## config.mk

```make
export PLATFORM = sky130hd
export DESIGN_NAME = serial_adder_arbiter
export DESIGN_NICKNAME = d
export VERILOG_FILES = /design/src/rtl/serial_adder_arbiter.sv
export SDC_FILE = /design/constraint.sdc
export NUM_CORES = 1
export LEC_CHECK = 0
export BUFFER_PORTS_ARGS = -buffer_cell sky130_fd_sc_hd__buf_2
export CORE_ASPECT_RATIO = 1.5
export CORE_MARGIN = 5
export CORE_UTILIZATION = 35
export DETAILED_ROUTE_END_ITERATION = 7
export PLACE_DENSITY = 0.56
export SYNTH_ARGS = -nofsm -noshare
export SYNTH_HDL_FRONTEND = slang
export SYNTH_SLANG_ARGS = --single-unit
```

## constraint.sdc

```tcl
create_clock -name CLK -period 4 [get_ports CLK]
set_clock_uncertainty 0.05 [all_clocks]
set_input_delay 1.2 -clock CLK [delete_from_list [all_inputs] [get_ports CLK]]
set_output_delay 1.2 -clock CLK [all_outputs]
set_load 0.02 [all_outputs]
```

## src/rtl/serial_adder_arbiter.sv

```systemverilog
// Round-robin front end for one shared bit-serial adder: grants one requester,
// captures its operands, adds LSB-first over SIZE cycles and returns a tagged sum.
module serial_adder_arbiter #(
    parameter int SIZE  = 8,
    parameter int N_REQ = 4,
    parameter int ID_W  = 2
) (
    input  logic                    CLK,
    input  logic                    RST,
    input  logic [N_REQ-1:0]        REQ,
    input  logic [N_REQ*SIZE-1:0]   A_IN,
    input  logic [N_REQ*SIZE-1:0]   B_IN,
    output logic [N_REQ-1:0]        GNT,
    output logic                    BUSY,
    output logic                    DONE,
    output logic [ID_W-1:0]         DONE_ID,
    output logic [SIZE:0]           SUM
);
    localparam int CNT_W = $clog2(SIZE + 1);

    typedef enum logic [1:0] {S_IDLE, S_SHIFT, S_DONE} state_t;

    state_t              state_q, state_d;
    logic [ID_W-1:0]     ptr_q, ptr_d;
    logic [ID_W-1:0]     id_q, id_d;
    logic [SIZE-1:0]     a_q, a_d, b_q, b_d, psum_q, psum_d;
    logic                c_q, c_d;
    logic [CNT_W-1:0]    cnt_q, cnt_d;
    logic [N_REQ-1:0]    gnt_q, gnt_d;
    logic [SIZE:0]       sum_q, sum_d;
    logic [ID_W-1:0]     done_id_q, done_id_d;

    logic                found;
    logic [ID_W-1:0]     win;
    int                  pos;
    logic                s_bit, c_bit;
    logic                last;

    // Search order ptr, ptr+1, ... wrapping at N_REQ; first pending index wins.
    always_comb begin
        found = 1'b0;
        win   = '0;
        pos   = 0;
        for (int k = 0; k < N_REQ; k++) begin
            pos = int'(ptr_q) + k;
            if (pos >= N_REQ) pos = pos - N_REQ;
            for (int i = 0; i < N_REQ; i++) begin
                if (!found && REQ[i] && (i == pos)) begin
                    found = 1'b1;
                    win   = ID_W'(i);
                end
            end
        end
    end

    assign s_bit = a_q[0] ^ b_q[0] ^ c_q;
    assign c_bit = (a_q[0] & b_q[0]) | (a_q[0] & c_q) | (b_q[0] & c_q);
    assign last  = (cnt_q == CNT_W'(SIZE - 1));

    always_ff @(posedge CLK) begin
        if (RST) begin
            state_q   <= S_IDLE;
            ptr_q     <= '0;
            id_q      <= '0;
            a_q       <= '0;
            b_q       <= '0;
            psum_q    <= '0;
            c_q       <= 1'b0;
            cnt_q     <= '0;
            gnt_q     <= '0;
            sum_q     <= '0;
            done_id_q <= '0;
        end else begin
            state_q   <= state_d;
            ptr_q     <= ptr_d;
            id_q      <= id_d;
            a_q       <= a_d;
            b_q       <= b_d;
            psum_q    <= psum_d;
            c_q       <= c_d;
            cnt_q     <= cnt_d;
            gnt_q     <= gnt_d;
            sum_q     <= sum_d;
            done_id_q <= done_id_d;
        end
    end

    always_comb begin
        state_d = state_q;
        case (state_q)
            S_IDLE:  if (found) state_d = S_SHIFT;
            S_SHIFT: if (last)  state_d = S_DONE;
            S_DONE:  state_d = S_IDLE;
            default: state_d = S_IDLE;
        endcase
    end

    always_comb begin
        ptr_d     = ptr_q;
        id_d      = id_q;
        a_d       = a_q;
        b_d       = b_q;
        psum_d    = psum_q;
        c_d       = c_q;
        cnt_d     = cnt_q;
        gnt_d     = '0;
        sum_d     = sum_q;
        done_id_d = done_id_q;
        if (state_q == S_IDLE && found) begin
            a_d        = A_IN[win*SIZE +: SIZE];
            b_d        = B_IN[win*SIZE +: SIZE];
            psum_d     = '0;
            c_d        = 1'b0;
            cnt_d      = '0;
            id_d       = win;
            gnt_d[win] = 1'b1;
            ptr_d      = (win == ID_W'(N_REQ - 1)) ? '0 : win + 1'b1;
        end else if (state_q == S_SHIFT) begin
            psum_d = {s_bit, psum_q[SIZE-1:1]};
            a_d    = a_q >> 1;
            b_d    = b_q >> 1;
            c_d    = c_bit;
            cnt_d  = cnt_q + 1'b1;
            if (last) begin
                sum_d     = {c_bit, s_bit, psum_q[SIZE-1:1]};
                done_id_d = id_q;
            end
        end
    end

    always_comb begin
        GNT     = gnt_q;
        BUSY    = (state_q != S_IDLE);
        DONE    = (state_q == S_DONE);
        SUM     = sum_q;
        DONE_ID = done_id_q;
    end
endmodule

```

Word level (Yosys, flattened, before mapping)
Cells that the tools add are included.

word-level totals
  logic and storage cells = 158
  latch bits = 0
  memories = 0
  output and inout bits = 17
  bits in read-only memories = 0
  input bits = 70
  bits in registers = 50
  bits in writable memories = 0

cells by class
  reductions and logical operators = 59
  div/mod/pow operators = 0
  equal/unequal tests = 18
  bitwise gates (word level) = 8
  magnitude comparators = 6
  add/subtract/negate cells = 9
  multiply operators = 0
  shift operators = 2
  muxes and demuxes = 45

operator list
  cell                                                                count
  equality test 3 x 32 -> 1 bit (first input constant)                8
  equality test 2 x 32 -> 1 bit (first input constant)                4
  zero test 32 bit                                                    4
  two-way mux 32 bit                                                  4
  variable part select 32 x 6 -> 8 bit                                2
  two-way mux 2 bit                                                   17
  logical AND 1 bit                                                   33
  two-way mux 8 bit                                                   4
  two-way mux 1 bit                                                   18
  zero test 1 bit                                                     15
  subtractor 3 x 3 -> 4 bit (second input constant)                   3
  greater-or-equal comparator 3 bit (second input constant)           3
  adder 2 x 2 -> 3 bit (second input constant)                        2
  adder 4 x 1 -> 4 bit (second input constant)                        1
  equality test 2 bit (second input constant)                         2
  equality test 4 x 3 -> 1 bit (second input constant)                1
  != test 2 bit (second input constant)                               2
  case mux 2 bit (2 select lines)                                     1
  nonzero test 2 bit                                                  2
  OR reduction 2 bit                                                  2
  subtractor 2 x 3 -> 4 bit (second input constant)                   1
  adder 2 x 1 -> 3 bit (second input constant)                        1
  bitwise AND 1 bit                                                   3
  greater-or-equal comparator 2 x 3 -> 1 bit (second input constant)  1
  other kinds (11)                                                    13

Logic depth before layout (Yosys ltp)
  word-level depth = 69
  gate-level depth with buffers = 8
  mapped depth without buffers = 7

Worst setup path after synthesis
OpenSTA, ideal clock, no wires.

  path type = input port to flip-flop
  start = in REQ[0]
  end = reg ptr_q[1]
  buffers on the path = 1
  data required time = 3.818 ns
  data arrival time = 2.428 ns
  slack = 1.389 ns
  setup time = 0.132 ns
  stages = 8
  cells stage by stage = nor2b_1 -> nor2_1 -> o21bai_2 -> inv_2 -> buf_4 -> ha_1 -> nand2_1 -> a21oi_1

between the ends
  longest elaborated chain between the ends = 64
  elaborated cells on any way between the ends = 81
  classes of those cells = add/sub (1); eq/ne (1); mux (32); reduce/logical (47)

ends and longest elaborated chain
  item                                                         line  source
  start: declaration                                           10    input logic [N_REQ-1:0] REQ,
  logical AND 1 bit                                            48    if (!found && REQ[i] && (i == pos)) begin
  two-way mux 1 bit                                            48
  zero test 1 bit                                              48
  logical AND 1 bit (2 in a row)                               48
  two-way mux 1 bit                                            48
  zero test 1 bit                                              48
  logical AND 1 bit (2 in a row)                               48
  two-way mux 1 bit                                            48
  [45 not listed]                                              n/a
  logical AND 1 bit (2 in a row)                               48
  two-way mux 1 bit                                            48
  zero test 1 bit                                              48
  logical AND 1 bit (2 in a row)                               48
  two-way mux 2 bit *                                          48
  named net win[1]                                             34    logic [ID_W-1:0] win;
  adder 2 x 1 -> 2 bit or equality test 2 bit (tied branches)  117   ptr_d = (win == ID_W'(N_REQ - 1)) ? '0 : win + 1'b1;
  two-way mux 2 bit *                                          117
  end signal: assignment                                       75    ptr_q <= ptr_d;
  end: declaration                                             24    logic [ID_W-1:0] ptr_q, ptr_d;

The timed path passes the listed nets; every way through them passes the cells marked *.
A chain may end at the register's enable or synchronous reset.

Final worst setup path
  start = in REQ[2]
  end = reg ptr_q[1]

between the ends
  longest elaborated chain between the ends = 57
  elaborated cells on any way between the ends = 73
  classes of those cells = add/sub (1); eq/ne (1); mux (29); reduce/logical (42)

ends and longest elaborated chain
  item                                                         line
  logical AND 1 bit (2 in a row)                               48
  two-way mux 1 bit                                            48
  zero test 1 bit                                              48
  logical AND 1 bit (2 in a row)                               48
  two-way mux 1 bit                                            48
  zero test 1 bit                                              48
  logical AND 1 bit (2 in a row)                               48
  two-way mux 1 bit                                            48
  [36 not listed]                                              n/a
  zero test 1 bit                                              48
  logical AND 1 bit (2 in a row)                               48
  two-way mux 1 bit                                            48
  zero test 1 bit                                              48
  logical AND 1 bit (2 in a row)                               48
  two-way mux 2 bit                                            48
  adder 2 x 1 -> 2 bit or equality test 2 bit (tied branches)  117
  two-way mux 2 bit                                            117

Several ways; a longest one is shown, not always the timed one.

==> results.cfg <==
[cts]
clock_path_buffers = 2
post_cts_buffers = 0
ctsHoldBuffers = 0
cts_tree = built
cts_resized = 0
cts-htree-levels = 2
cts_buffers = 5
cts.clk_slew.worst_paths_ps = 90
clock_sinks = 49
cts-root-buf = clkbuf_8
clk_latency_ps = 300

[power_and_ir_drop]
power_frac_comb_pct = 25.2
switching_share_pct = 30.67
p_switching_uw = 355.2
p_int_uw = 802.9
p_per_area_nw_per_um2 = 376.1
ir_drop_mv = 0.1561
clock_power_share_pct = 27.4
seqPwrFrac_pct = 47.4
leakage_uw = 0.001220

[routing]
num_vias = 2329
routedWlPerCell_um = 15.09
drt-total-wl_um = 6534
viasPerCell = 5.379
dr.pass1.iters = 4
route.detailed.drc = 0
antenna_left = 0
drt-initial-drc-count = 105

[global_route]
grt_usage_pct = 14.72
grt.overflow.total = 0
grt_pass1_wl_um = 10700
antenna_found_initial = 0
grt_max_degree = 37
grt_pass1_vias = 2274

[logic_synthesis]
synthCells = 279
synth_area_sq_um = 2536
synth.area.top_cells = dfxtp_1, a211oi_1, nor3b_1
yosys.area.top_type = dfxtp_1
async_flop_share_pct = 0
avgSynthCellArea_sq_um = 9.090
syn_nets = 355
ys_ff_latch = 49
yosys.cell_types.count = 35
ys_seq_area_share_pct = 38.68
synth_edf_count = 0
ys.flop_type = dfxtp_1
synth.top_cell.area_share_pct = 38.68
yosysWarnings = 0

[layout]
drive_above_1_share_pct = 30.59
final_util_pct = 43.18
n_antenna_cell = 0
nets = 428
multi_input_area_sq_um = 1418
seqCellArea_sq_um = 980.9
fillCellCount = 722
fin_cells = 433
layout_commonest_cell = buf_2
area_delta_synth_final_pct = 21.41
layout_common_cells = buf_2, dfxtp_1, a211oi_1

[setup_path]
regToRegEndpoint = ptr_q[1]
rrSetupSlack_ps = 2010
crit_start = REQ[2]
crit_fanout = 32
worstPathArrival_ps = 2790
path_buf_inv = 2
slowest_delay_ps = 410
cp.depth = 8
cp.required_ps = 4120
cpLargestDelayFamily = simple AND/OR/NAND/NOR gates
worstPathCellList = buf_2, nor2b_1, nor4b_4, nor2_4, inv_2, ha_1, nand2_1, a21oi_1
r2r-start = ptr_q[1]
worstSetupEndpoint = ptr_q[1]
reg2reg_depth = 6
crit_path_top_delay_cell = inv_2
cp-end-kind = flip-flop
crit_type = in2reg
start_kind = primary input

[die]
fp.dieW_um = 79.51
dieArea_sq_um = 9084
coreArea_sq_um = 7132
num_rows = 38
ios = 87
die_y_um = 114.3
initial_core_util_pct = 35.56

[placed_design]
place_congestion = 0.7561
port_buffers = 86
hpwl_um = 4975
dpl.cell_count = 425

[timing]
tightest_slew_ps = 714.7
finalMaxSlewViolations = 0
finalSetupViolCount = 0
fin_crit_ps = 2674
finalHoldViolCount = 0
finalCritPeriodShare_pct = 66.86
fin_tns_setup_ps = 0
clock.fmax_ghz = 0.3739
slew_headroom_pct = 52.35
rsz0062_at_grt = no

[run_status]
status = completed

[min_path]
hp-start = id_q[1]
hold_path.class = reg2reg

[flow_run]
maxCapViolCount = 0
## tightest hold or removal path: stages, from the launching register on
cell,delay (ps)
dfxtp_1,320
nand2_1,50
a21oi_1,50
## power by group through the flow
stage	clock network, uW	registers [uW]	logic (uW)
floorplan	0	557	216
global placement	0	560	296
detailed placement	0	561	299
CTS	327	549	300
global route	349	553	328
finish	318	548	292
## Yosys cell counts, types with 2 or more instances
| master | instances |
|---|---|
| dfxtp_1 | 49 |
| buf_2 | 11 |
| nand2b_1 | 2 |
| nor3b_1 | 28 |
| nand2_1 | 26 |
| clkbuf_1 | 9 |
| inv_2 | 2 |
| and2_1 | 4 |
| a211oi_1 | 30 |
| nor2b_1 | 5 |
| mux2i_1 | 13 |
| a32oi_1 | 2 |
| buf_4 | 5 |
| a221oi_2 | 2 |
| nor2_1 | 22 |
| a22oi_1 | 14 |
| o21ai_1 | 2 |
| o32ai_1 | 14 |
| xor2_1 | 3 |
| a21oi_1 | 15 |
| a21o_1 | 3 |
| ha_1 | 5 |
## how the worst min path moves through the flow
stage | end | slack, ps | cells past startpoint
2_1_floorplan | id_q[0] | 390 | 2
3_3_place_gp | id_q[1] | 390 | 2
3_5_place_dp | id_q[0] | 400 | 2
4_1_cts | id_q[0] | 420 | 2
5_1_grt | psum_q[6] | 450 | 2
6_report | id_q[1] | 410 | 2
## per-layer routing
metal / vias up / share of wire, % / routed length [um] / GRT usage, %
met3: 4 / 6.0 / 390 / 3.937
met2: 68 / 53 / 3465 / 26.99
met1: 1077 / 40 / 2630 / 16.85
li1: 1180 / - / - / -
met5: - / 0 / 0 / 0
met4: 0 / 0.73 / 48 / 3.096
## area by class of cell
cell class	count	area share, %
multi-input cells	202	46.04
flip-flops and latches	49	31.86
repair buffers	91	15.20
well taps	80	3.251
clock buffers	7	3.129
inverters	3	0.3657
clock inverters	1	0.1625
## per-stage QoR
stage                     hold WS [ps]  setup WS (ps)  area, sq um  total power [uW]
final                            413.3           1326         3079              1158
after global routing             445.9           1169         3079              1230
after CTS                        416.2           1294         3079              1176
after detailed placement         402.8          965.5         2978             859.6
after global placement           394.9          984.5         2978             856.0
after floorplan                  386.0           1389         2536             772.8
## sequential cells by signal, summed over array words and instances, names as in the netlist, 4 cells and up
register  cells
GNT           4
SUM           9
a_q           8
b_q           8
cnt_q         4
psum_q        7
## logic make-up (layout without fill, tap and decap cells)
family | Yosys count | in the layout | synth area share (%)
buf+inv | 28 | 102 | 5.427
mux | 13 | 13 | 5.131
simple gates | 97 | 97 | 22.05
compound gates | 83 | 83 | 24.42
fa+ha+maj | 6 | 6 | 3.256
flops | 49 | 49 | 38.68
xor+xnor | 3 | 3 | 1.036
(Power assumes the default switching activity.)
